`config.mk`:
```
export PLATFORM = sky130hd
export DESIGN_NAME = inject_arbiter
export DESIGN_NICKNAME = d
export VERILOG_FILES = /design/src/rtl/noc_pkg.sv /design/src/rtl/rr_arbiter.sv /design/src/rtl/inject_arbiter.sv
export SDC_FILE = /design/constraint.sdc
export NUM_CORES = 1
export LEC_CHECK = 0
export BUFFER_PORTS_ARGS = -buffer_cell sky130_fd_sc_hd__buf_2
export CORE_MARGIN = 5
export CORE_UTILIZATION = 36
export CTS_CLUSTER_SIZE = 16
export DETAILED_ROUTE_END_ITERATION = 8
export GPL_TIMING_DRIVEN = 0
export PLACE_DENSITY = 0.73
export SETUP_SLACK_MARGIN = 0.15
export SYNTH_ARGS = -nofsm -noshare
export SYNTH_HDL_FRONTEND = slang
export SYNTH_SLANG_ARGS = --single-unit
```
`constraint.sdc`:
```
create_clock -name clk -period 9.8 [get_ports clk]
set_clock_uncertainty 0.15 [all_clocks]
set_input_delay 1.47 -clock clk [delete_from_list [all_inputs] [get_ports clk]]
set_output_delay 1.47 -clock clk [all_outputs]
set_load 0.005 [all_outputs]
```
`src/rtl/noc_pkg.sv`:
```
// rtl/noc_pkg.sv - shared flit field layout and injection arbiter state encoding
// Provides: FLIT_W, destination/payload field positions, arb_state_t (INIT/RUN/PAUSED).
package noc_pkg;

    localparam int FLIT_W          = 20;
    localparam int DEST_CLUSTER_HI = 19;
    localparam int DEST_CLUSTER_LO = 18;
    localparam int DEST_LOCAL_HI   = 17;
    localparam int DEST_LOCAL_LO   = 16;
    localparam int PAYLOAD_W       = 16;

    typedef enum logic [1:0] {
        INIT   = 2'd0,
        RUN    = 2'd1,
        PAUSED = 2'd2
    } arb_state_t;

endpackage

```
`src/rtl/rr_arbiter.sv`:
```
// rtl/rr_arbiter.sv - N-way round-robin pick starting at a pointer
// Ports: req (N) request vector, ptr (PTR_W) highest-priority index,
//        en (1) allow any grant, grant (N) one-hot or all-zero result.
module rr_arbiter #(
    parameter int N     = 4,
    parameter int PTR_W = $clog2(N)
) (
    input  logic [N-1:0]     req,
    input  logic [PTR_W-1:0] ptr,
    input  logic             en,
    output logic [N-1:0]     grant
);

    int               sum;
    logic [PTR_W-1:0] idx;
    logic             found;

    // Walk the requesters from ptr upward, wrapping at N; first hit wins.
    always_comb begin
        grant = '0;
        found = 1'b0;
        sum   = 0;
        idx   = '0;
        for (int k = 0; k < N; k++) begin
            sum = int'(ptr) + k;
            if (sum >= N) begin
                sum = sum - N;
            end
            idx = PTR_W'(sum);
            if (en && !found && req[idx]) begin
                grant[idx] = 1'b1;
                found      = 1'b1;
            end
        end
    end

endmodule

```
`src/rtl/inject_arbiter.sv`:
```
// rtl/inject_arbiter.sv - round-robin, credit-tracked sharing of a router injection port
// Ports: clk, rst (sync active-high); req_valid/req_flit/req_ready requester side;
//        pause stops new grants; credit_in slot-freed pulse from router;
//        inj_flit/inj_valid registered router injection; credits count; err_credit sticky overflow.
// Optional (INJ_ARB_STATS_EN): stat_clr input, stat_count per-requester accepted-flit counters.
module inject_arbiter #(
    parameter int N_REQ     = 4,
    parameter int FLIT_W    = noc_pkg::FLIT_W,
    parameter int BUF_DEPTH = 4
) (
    input  logic                    clk,
    input  logic                    rst,
    input  logic [N_REQ-1:0]        req_valid,
    input  logic [N_REQ*FLIT_W-1:0] req_flit,
    output logic [N_REQ-1:0]        req_ready,
    input  logic                    pause,
`ifdef INJ_ARB_STATS_EN
    input  logic                    stat_clr,
    output logic [N_REQ*16-1:0]     stat_count,
`endif
    input  logic                    credit_in,
    output logic [FLIT_W-1:0]       inj_flit,
    output logic                    inj_valid,
    output logic [3:0]              credits,
    output logic                    err_credit
);

    import noc_pkg::*;

    localparam int PTR_W = $clog2(N_REQ);

    arb_state_t        state_q, state_d;
    logic [PTR_W-1:0]  rr_ptr_q, rr_ptr_d;
    logic [3:0]        credits_q, credits_d;
    logic [FLIT_W-1:0] inj_flit_q, inj_flit_d;
    logic              inj_valid_q, inj_valid_d;
    logic              err_credit_q, err_credit_d;

    logic              grant_en;
    logic [N_REQ-1:0]  grant;
    logic              any_grant;
    logic [PTR_W-1:0]  gidx;

    rr_arbiter #(
        .N     (N_REQ),
        .PTR_W (PTR_W)
    ) u_rr (
        .req   (req_valid),
        .ptr   (rr_ptr_q),
        .en    (grant_en),
        .grant (grant)
    );

    // FSM: state register
    always_ff @(posedge clk) begin
        if (rst) begin
            state_q <= INIT;
        end else begin
            state_q <= state_d;
        end
    end

    // FSM: next state
    always_comb begin
        state_d = state_q;
        case (state_q)
            INIT:    state_d = RUN;
            RUN:     if (pause)  state_d = PAUSED;
            PAUSED:  if (!pause) state_d = RUN;
            default: state_d = INIT;
        endcase
    end

    // FSM: outputs. Grant needs a free slot now; a credit arriving this cycle only helps next cycle.
    always_comb begin
        grant_en = (state_q == RUN) && !pause && (credits_q != 4'd0);
    end

    always_comb begin
        gidx = '0;
        for (int i = 0; i < N_REQ; i++) begin
            if (grant[i]) begin
                gidx = PTR_W'(i);
            end
        end
    end

    assign any_grant = |grant;

    always_comb begin
        credits_d    = credits_q;
        err_credit_d = err_credit_q;
        rr_ptr_d     = rr_ptr_q;
        inj_valid_d  = any_grant;
        inj_flit_d   = inj_flit_q;

        if (state_q == INIT) begin
            credits_d = 4'(BUF_DEPTH);
        end else if (any_grant && !credit_in) begin
            credits_d = credits_q - 4'd1;
        end else if (!any_grant && credit_in) begin
            if (credits_q == 4'(BUF_DEPTH)) begin
                err_credit_d = 1'b1;
            end else begin
                credits_d = credits_q + 4'd1;
            end
        end

        if (any_grant) begin
            inj_flit_d = req_flit[int'(gidx)*FLIT_W +: FLIT_W];
            rr_ptr_d   = (gidx == PTR_W'(N_REQ - 1)) ? '0 : gidx + PTR_W'(1);
        end
    end

    always_ff @(posedge clk) begin
        if (rst) begin
            rr_ptr_q     <= '0;
            credits_q    <= '0;
            inj_flit_q   <= '0;
            inj_valid_q  <= 1'b0;
            err_credit_q <= 1'b0;
        end else begin
            rr_ptr_q     <= rr_ptr_d;
            credits_q    <= credits_d;
            inj_flit_q   <= inj_flit_d;
            inj_valid_q  <= inj_valid_d;
            err_credit_q <= err_credit_d;
        end
    end

    assign req_ready  = grant;
    assign inj_flit   = inj_flit_q;
    assign inj_valid  = inj_valid_q;
    assign credits    = credits_q;
    assign err_credit = err_credit_q;

`ifdef INJ_ARB_STATS_EN
    logic [15:0] stat_q [N_REQ];
    logic [15:0] stat_d [N_REQ];

    // Clear wins over a same-cycle increment; counters wrap naturally at 16 bits.
    always_comb begin
        for (int i = 0; i < N_REQ; i++) begin
            stat_d[i] = stat_q[i];
            if (stat_clr) begin
                stat_d[i] = '0;
            end else if (grant[i]) begin
                stat_d[i] = stat_q[i] + 16'd1;
            end
        end
    end

    always_ff @(posedge clk) begin
        for (int i = 0; i < N_REQ; i++) begin
            if (rst) begin
                stat_q[i] <= '0;
            end else begin
                stat_q[i] <= stat_d[i];
            end
        end
    end

    for (genvar gi = 0; gi < N_REQ; gi++) begin : g_stat_out
        assign stat_count[gi*16 +: 16] = stat_q[gi];
    end
`endif

endmodule

```
### Word-level counts from Yosys, hierarchy flattened

Index checks and enable logic that the tools add are counted.
W data, S select, Z words.

* add/sub/neg operators: 10
* $mul: 1
* magnitude comparators: 12
* equality and inequality tests: 8
* shift operators: 1
* multiplexer cells: 38
* bitwise logic cells: 5
* reductions and logical operators: 31

Operators with widths (number)
* $shiftx A80 B8 Y20: 1
* $mux W4: 7
* $mux W2: 9
* $logic_and A1 B1 Y1: 15
* $lt A2 B3 Y1 const B: 4
* $mux W1: 12
* $or A4 B4 Y4: 3
* $ge A3 B3 Y1 const B: 3
* $bmux W1 S2: 4
* $demux W1 S2: 4
* $ge A2 B1 Y1 const B: 4
* $sub A2 B1 Y2 const B: 4
* $add A2 B2 Y3 const B: 2
* $logic_not A1 Y1: 6
* $ne A2 B2 Y1 const B: 3
* $pmux W2 S3: 1
* $reduce_and A2 Y1: 3
* $mul A2 B3 Y5 const B: 1
* $add A4 B1 Y4 const B: 1
* $eq A2 B2 Y1 const B: 2
* $eq A4 B3 Y1 const B: 1
* $reduce_and A4 Y1: 1
* $reduce_bool A4 Y1: 1
* $reduce_or A4 Y1: 1
* 12 further kinds: 13

* bits in registers: 30
* output and inout bits: 30
* logic and storage cells: 113

### Logic depth before layout (Yosys ltp)

* depth after elaboration: 24
* gate-level depth with buffers: 21
* gate-level depth less buffers: 17

### Cells and area by module

From an unflattened synthesis, not the netlist that was laid out.

* cells, all modules: 261
* area total of the unflattened synthesis: 2321.0 sq um

By module, submodules not included
* inject_arbiter: instances 1, cells each 220, area an instance 1958.1 sq um, sequential area each 600.6 sq um
* rr_arbiter: instances 1, cells each 41, area an instance 362.8 sq um, sequential area each 0.0 sq um

### Worst setup path before layout

Ideal clock, no wire load.

* path kind: input to register
* start point: input req_valid[0]
* end point: register credits_q[3], in the netlist credits[3]
* setup time: 78 ps
* arrival time: 4456 ps
* data required time: 9572 ps
* slack: 5116 ps
* cell stages on the path: 17
* path buffers: 2
* path through: nor2b_1 > mux4_2 > nor2b_1 > a311o_2 > nor2_2 > and2_4 > buf_6 > buf_6 > inv_1 > ha_1 > ha_1 > a21o_1 > a21oi_1 > xnor2_1 > nand2_1 > xor2_1 > nor3_1

* longest elaborated chain between the ends: 21
* elaborated cells on any way between the ends: 36
* those cells by class: eq/ne: 1; mux: 16; bitwise: 3; reduce/logical: 16

Ends and longest elaborated chain
* from (decl): line inject_arbiter.sv:13 `input logic [N_REQ-1:0] req_valid,`
* $bmux W1 S2: line rr_arbiter.sv:30 `if (en && !found && req[idx]) begin`
* $mux W1 (not written as such): line rr_arbiter.sv:30
* $logic_and A1 B1 Y1: line rr_arbiter.sv:30
* $mux W1: line rr_arbiter.sv:30
* $logic_not A1 Y1: line rr_arbiter.sv:30
* $logic_and A1 B1 Y1 (2 in series): line rr_arbiter.sv:30
* $mux W1: line rr_arbiter.sv:30
* $logic_not A1 Y1: line rr_arbiter.sv:30
* [6 not listed]
* $mux W4 *: line rr_arbiter.sv:30
* net req_ready[0]: line inject_arbiter.sv:15 `output logic [N_REQ-1:0] req_ready,`
* $reduce_or A4 Y1 *: line inject_arbiter.sv:88 `assign any_grant = |grant;`
* net any_grant: line inject_arbiter.sv:41 `logic any_grant;`
* $logic_not A1 Y1: line inject_arbiter.sv:101 `end else if (!any_grant && credit_in) begin`
* $logic_and A1 B1 Y1: line inject_arbiter.sv:101
* $reduce_bool A2 Y1 (no line)
* $reduce_and A2 Y1 (no line)
* to (signal assigned): line inject_arbiter.sv:124 `credits_q <= credits_d;`
* to (decl): line inject_arbiter.sv:34 `logic [3:0] credits_q, credits_d;`

The timed path passes the listed nets; every way through them passes the cells marked *. The select of a mux whose other input is x is not followed.
A chain may end at the register's enable or synchronous reset.

### Final worst setup path

* start point: input req_valid[2]
* end point: output req_ready[3]

* longest elaborated chain between the ends: 16
* elaborated cells on any way between the ends: 28
* those cells by class: mux: 15; bitwise: 3; reduce/logical: 10

Ends and longest elaborated chain (line)
* $bmux W1 S2: rr_arbiter.sv:30
* $mux W1 (not written as such): rr_arbiter.sv:30
* $logic_and A1 B1 Y1: rr_arbiter.sv:30
* $mux W1: rr_arbiter.sv:30
* $logic_not A1 Y1: rr_arbiter.sv:30
* $logic_and A1 B1 Y1 (2 in series): rr_arbiter.sv:30
* $mux W1: rr_arbiter.sv:30
* $logic_not A1 Y1: rr_arbiter.sv:30
* $logic_and A1 B1 Y1 (2 in series): rr_arbiter.sv:30
* $mux W1: rr_arbiter.sv:30
* $logic_not A1 Y1: rr_arbiter.sv:30
* $logic_and A1 B1 Y1 (2 in series): rr_arbiter.sv:30
* $mux W4 *: rr_arbiter.sv:30
* to (decl): inject_arbiter.sv:15

Mark *: on every way between the ends. The rest lies on a longest branch, timed or not. The select of a mux whose other input is x is not followed.

==> metrics.txt <==
# TYPE chip_impl_metric gauge
chip_impl_metric{name="route.detailed.drc",unit=""} 0
chip_impl_metric{name="cts_max_level",unit=""} 2
chip_impl_info{name="run_status",value="finished clean"} 1
chip_impl_metric{name="drtPass1Iterations",unit=""} 5
chip_impl_info{name="postSynth.topFlopCell",value="sky130_fd_sc_hd__dfxtp_1"} 1
chip_impl_info{name="most_frequent_cells_in_the_layout",value="121 x sky130_fd_sc_hd__buf_2, 30 x sky130_fd_sc_hd__dfxtp_1, 29 x sky130_fd_sc_hd__inv_1"} 1
chip_impl_info{name="most_frequent_cell_on_the_critical_path",value="sky130_fd_sc_hd__buf_2"} 1
chip_impl_metric{name="timing_max_transition_violations_final",unit=""} 0
chip_impl_info{name="grt_setup_unrepaired",value="no"} 1
chip_impl_metric{name="use_met3",unit="%"} 4.793
chip_impl_metric{name="path_max_fanout",unit=""} 10
chip_impl_metric{name="tightest_slew",unit="ns"} 0.6845
chip_impl_metric{name="timing.reg2reg.worst_path_depth",unit=""} 21
chip_impl_metric{name="floorplan.die_area",unit="mm^2"} 0.008301
chip_impl_info{name="globalRoute.busiestLayer",value="met2"} 1
chip_impl_metric{name="postCtsHoldBufs",unit=""} 0
chip_impl_metric{name="wirelength",unit="um"} 7065
chip_impl_metric{name="antenna-diode-count",unit=""} 0
chip_impl_metric{name="first_global_vias",unit=""} 2327
chip_impl_info{name="area_contributors_post_synth",value="sky130_fd_sc_hd__dfxtp_1 25%, sky130_fd_sc_hd__a221oi_2 11%, sky130_fd_sc_hd__mux2_2 9.5%"} 1
chip_impl_info{name="hold_endpoint",value="inj_flit[17]$_SDFFE_PP0N_"} 1
chip_impl_metric{name="floorplan.rows",unit=""} 29
chip_impl_metric{name="top_level_ports",unit=""} 118
chip_impl_info{name="slowest_stage",value="sky130_fd_sc_hd__or3b_4"} 1
chip_impl_metric{name="place_area",unit="mm^2"} 0.003045
chip_impl_metric{name="final_layout_size_suffix_gt1_share",unit="%"} 49.21
chip_impl_info{name="timing.hold.worst.class",value="reg -> reg"} 1
chip_impl_metric{name="vdd_ir_drop_max",unit="mV"} 0.05370
chip_impl_metric{name="setup_viol",unit=""} 0
chip_impl_metric{name="met1_usage",unit="%"} 19.31
chip_impl_info{name="setup.worst_path.start_class",value="input pin"} 1
chip_impl_metric{name="design_area",unit="mm^2"} 0.003137
chip_impl_metric{name="max-slew-margin-rel",unit="%"} 54.37
chip_impl_metric{name="drt.antenna.violating_nets",unit=""} 0
chip_impl_metric{name="syn_nets",unit=""} 355
chip_impl_metric{name="placeable_area",unit="mm^2"} 0.006386
chip_impl_info{name="cp_cell_sequence",value="buf_2 -> or3_1 -> or3b_4 -> nand3_1 -> a221oi_2 -> a21oi_1 -> buf_2 -> buf_2"} 1
chip_impl_metric{name="postCtsResizedCells",unit=""} 0
chip_impl_info{name="tritoncts",value="built"} 1
chip_impl_metric{name="drt-vias-per-instance",unit=""} 5.290
chip_impl_metric{name="count_of_input_and_output_buffers",unit=""} 116
chip_impl_metric{name="groute.layer.met2.usage",unit="%"} 28.25
chip_impl_metric{name="synth_edf_count",unit=""} 0
chip_impl_metric{name="netlist_area",unit="mm^2"} 0.002369
chip_impl_metric{name="worst_skew_pair.late_latency",unit="ns"} 0.27
chip_impl_metric{name="max_clock_freq",unit="GHz"} 0.1977
chip_impl_metric{name="drt-wirelength-per-cell",unit="um"} 15.53
chip_impl_metric{name="worst_setup_hold_path_clk_slew",unit="ns"} 0.06
chip_impl_metric{name="max_incr_delay_on_cp",unit="ns"} 0.40
chip_impl_metric{name="place_hpwl",unit="um"} 5723
chip_impl_info{name="timing_worst_setup_path_type",value="in -> out"} 1
chip_impl_metric{name="critical_path_required",unit="ns"} 8.18
chip_impl_metric{name="finalHoldViolCount",unit=""} 0
chip_impl_metric{name="cellLeakagePower",unit="nW"} 1.357
chip_impl_info{name="worst_path_dominant_cell_family",value="simple AND/OR/NAND/NOR gates"} 1
chip_impl_metric{name="syn_inst",unit=""} 254
chip_impl_metric{name="pin_count_of_the_biggest_net_entering_global_routing",unit=""} 11
chip_impl_metric{name="initial_core_util",unit="%"} 37.09
chip_impl_metric{name="die_w",unit="um"} 91.11
chip_impl_metric{name="post_layout_instance_count_excluding_filler_cells",unit=""} 455
chip_impl_info{name="critical_path_endpoint_category",value="output pin"} 1
chip_impl_metric{name="ys_async_sr_fraction",unit="%"} 0
chip_impl_metric{name="cts_max_path_buffers",unit=""} 2
chip_impl_metric{name="drv_cap",unit=""} 0
chip_impl_info{name="yosys.area.top_type",value="sky130_fd_sc_hd__dfxtp_1"} 1
chip_impl_metric{name="r2r_setup_slack",unit="ns"} 5.09
chip_impl_metric{name="num_vias",unit=""} 2407
chip_impl_metric{name="grt_antenna_before_repair",unit=""} 0
chip_impl_metric{name="synthToLayoutAreaGrowth",unit="%"} 32.44
chip_impl_metric{name="timing.final.crit_share",unit="%"} 51.62
chip_impl_metric{name="place_inst",unit=""} 447
chip_impl_info{name="cts.root.buffer_cell",value="sky130_fd_sc_hd__clkbuf_8"} 1
chip_impl_metric{name="post_synthesis_cell_type_count",unit=""} 51
chip_impl_info{name="timing.rr.start",value="rr_ptr_q[0]$_SDFFE_PP0N_"} 1
chip_impl_metric{name="setup_tns",unit="ns"} 0
chip_impl_metric{name="hold_depth",unit=""} 2
chip_impl_metric{name="worstSetupPathDepth",unit=""} 8
chip_impl_metric{name="dieHeight",unit="um"} 91.11
chip_impl_metric{name="final_nets",unit=""} 478
chip_impl_metric{name="critPathBufInv",unit=""} 3
chip_impl_info{name="layout_commonest_cell",value="sky130_fd_sc_hd__buf_2"} 1
chip_impl_metric{name="postCtsSetupRepairBufs",unit=""} 0
chip_impl_metric{name="share_of_the_synthesized_area_in_the_top_cell_type",unit="%"} 25.36
chip_impl_metric{name="min_period",unit="ns"} 5.059
chip_impl_metric{name="seq_area_frac_synth",unit="%"} 25.36
chip_impl_metric{name="dr.first_iter.drc_count",unit=""} 71
chip_impl_metric{name="synthesis.yosys.warnings",unit=""} 0
chip_impl_metric{name="numClockSinks",unit=""} 30
chip_impl_metric{name="globalRouteTotalUtil",unit="%"} 16.19
chip_impl_info{name="crit-reg2reg-capture",value="credits[3]$_SDFFE_PP0P_"} 1
chip_impl_metric{name="cts_buffers",unit=""} 5
chip_impl_metric{name="syn_area_per_cell",unit="um^2"} 9.325
chip_impl_info{name="hold_path_start",value="inj_flit[17]$_SDFFE_PP0N_"} 1
chip_impl_metric{name="p_per_area",unit="mW/mm^2"} 111.0
chip_impl_metric{name="grt_pass1_wl",unit="um"} 11250
chip_impl_metric{name="gp_congestion",unit=""} 0.8728
chip_impl_metric{name="worst_ep_arrival_time",unit="ns"} 3.44
chip_impl_metric{name="grt_remaining_overflow",unit=""} 0
chip_impl_metric{name="ys_seq_elements",unit=""} 30
[Yosys cell counts (2+ instances only)]
master / count
sky130_fd_sc_hd__a21oi_1: 3
sky130_fd_sc_hd__a22oi_1: 21
sky130_fd_sc_hd__a221oi_1: 3
sky130_fd_sc_hd__mux2i_1: 2
sky130_fd_sc_hd__a31oi_1: 2
sky130_fd_sc_hd__dfxtp_1: 30
sky130_fd_sc_hd__inv_1: 29
sky130_fd_sc_hd__nor3_1: 5
sky130_fd_sc_hd__mux2_2: 20
sky130_fd_sc_hd__a21o_1: 3
sky130_fd_sc_hd__nor2b_1: 5
sky130_fd_sc_hd__a221oi_2: 18
sky130_fd_sc_hd__o21ai_0: 23
sky130_fd_sc_hd__buf_2: 5
sky130_fd_sc_hd__buf_4: 3
sky130_fd_sc_hd__xor2_1: 2
sky130_fd_sc_hd__xnor2_1: 3
sky130_fd_sc_hd__nor2_1: 13
sky130_fd_sc_hd__nand3b_1: 3
sky130_fd_sc_hd__mux4_2: 3
sky130_fd_sc_hd__nand2_1: 8
sky130_fd_sc_hd__buf_6: 4
sky130_fd_sc_hd__or3_1: 2
sky130_fd_sc_hd__clkbuf_1: 6
sky130_fd_sc_hd__ha_1: 12
[logic make-up after synthesis]
| logic type | share of synthesized area, % |
|---|---|
| AO/OA/AOI/OAI | 31.80 |
| XOR/XNOR | 1.849 |
| adder cells (fa/ha/maj) | 7.607 |
| buffers and inverters | 9.614 |
| flip-flops | 25.36 |
| multiplexers | 13.21 |
| AND/OR/NAND/NOR | 10.57 |
[tightest hold or removal path: stages (launching register included)]
cell                       delay, ns
sky130_fd_sc_hd__dfxtp_1        0.31
sky130_fd_sc_hd__inv_1          0.06
sky130_fd_sc_hd__a221oi_2       0.05
[metal layers]
layer / wire length, um / vias to the layer above
li1: - / 1191
met2: 3496 / 91
met4: 72 / 0
met1: 2893 / 1119
met5: 0 / -
met3: 602 / 6
[layout make-up]
type	count	area, um^2
fillers	626	3249
clock inverters	1	5.005
flip-flops and latches	30	600.6
plain buffers	18	115.1
inverters	30	112.6
repair buffers	116	580.6
clock buffers	7	86.33
well taps	77	96.34
multi-input cells	176	1540
[worst max-delay path by stage]
stage	slack, ns	to	startpoint
detailed placement	4.62	credits[3]$_SDFFE_PP0P_	req_valid[0]
global placement	4.71	credits[3]$_SDFFE_PP0P_	req_valid[0]
CTS	4.74	req_ready[3]	req_valid[2]
floorplan	5.12	credits[3]$_SDFFE_PP0P_	req_valid[0]
global route	4.61	req_ready[3]	req_valid[2]
finish	4.74	req_ready[3]	req_valid[2]
[power by group]
group | total, mW | internal (mW) | switching, mW
combinational | 0.105 | 0.0541 | 0.0513
clock | 0.101 | 0.0566 | 0.0449
sequential | 0.141 | 0.133 | 0.00807
total | 0.348 | 0.244 | 0.104
[flip-flops by register name, summed over array words and instances, names as in the netlist]
name and flops:
inj_valid 1, credits 4, rr_ptr_q 2, err_credit 1
inj_flit 20, state_q 2
[stage by stage]
step	setup WS (ns)	total power [mW]	utilization [%]	hold slack [ns]
finish	4.741	0.3481	49.12	0.3076
global route	4.606	0.3694	49.12	0.3299
CTS	4.742	0.3538	49.12	0.3074
detailed placement	4.619	0.2500	47.69	0.2972
global placement	4.714	0.2464	47.69	0.2950
floorplan	5.116	0.2076	-	0.3089
(Power assumes the default switching activity.)
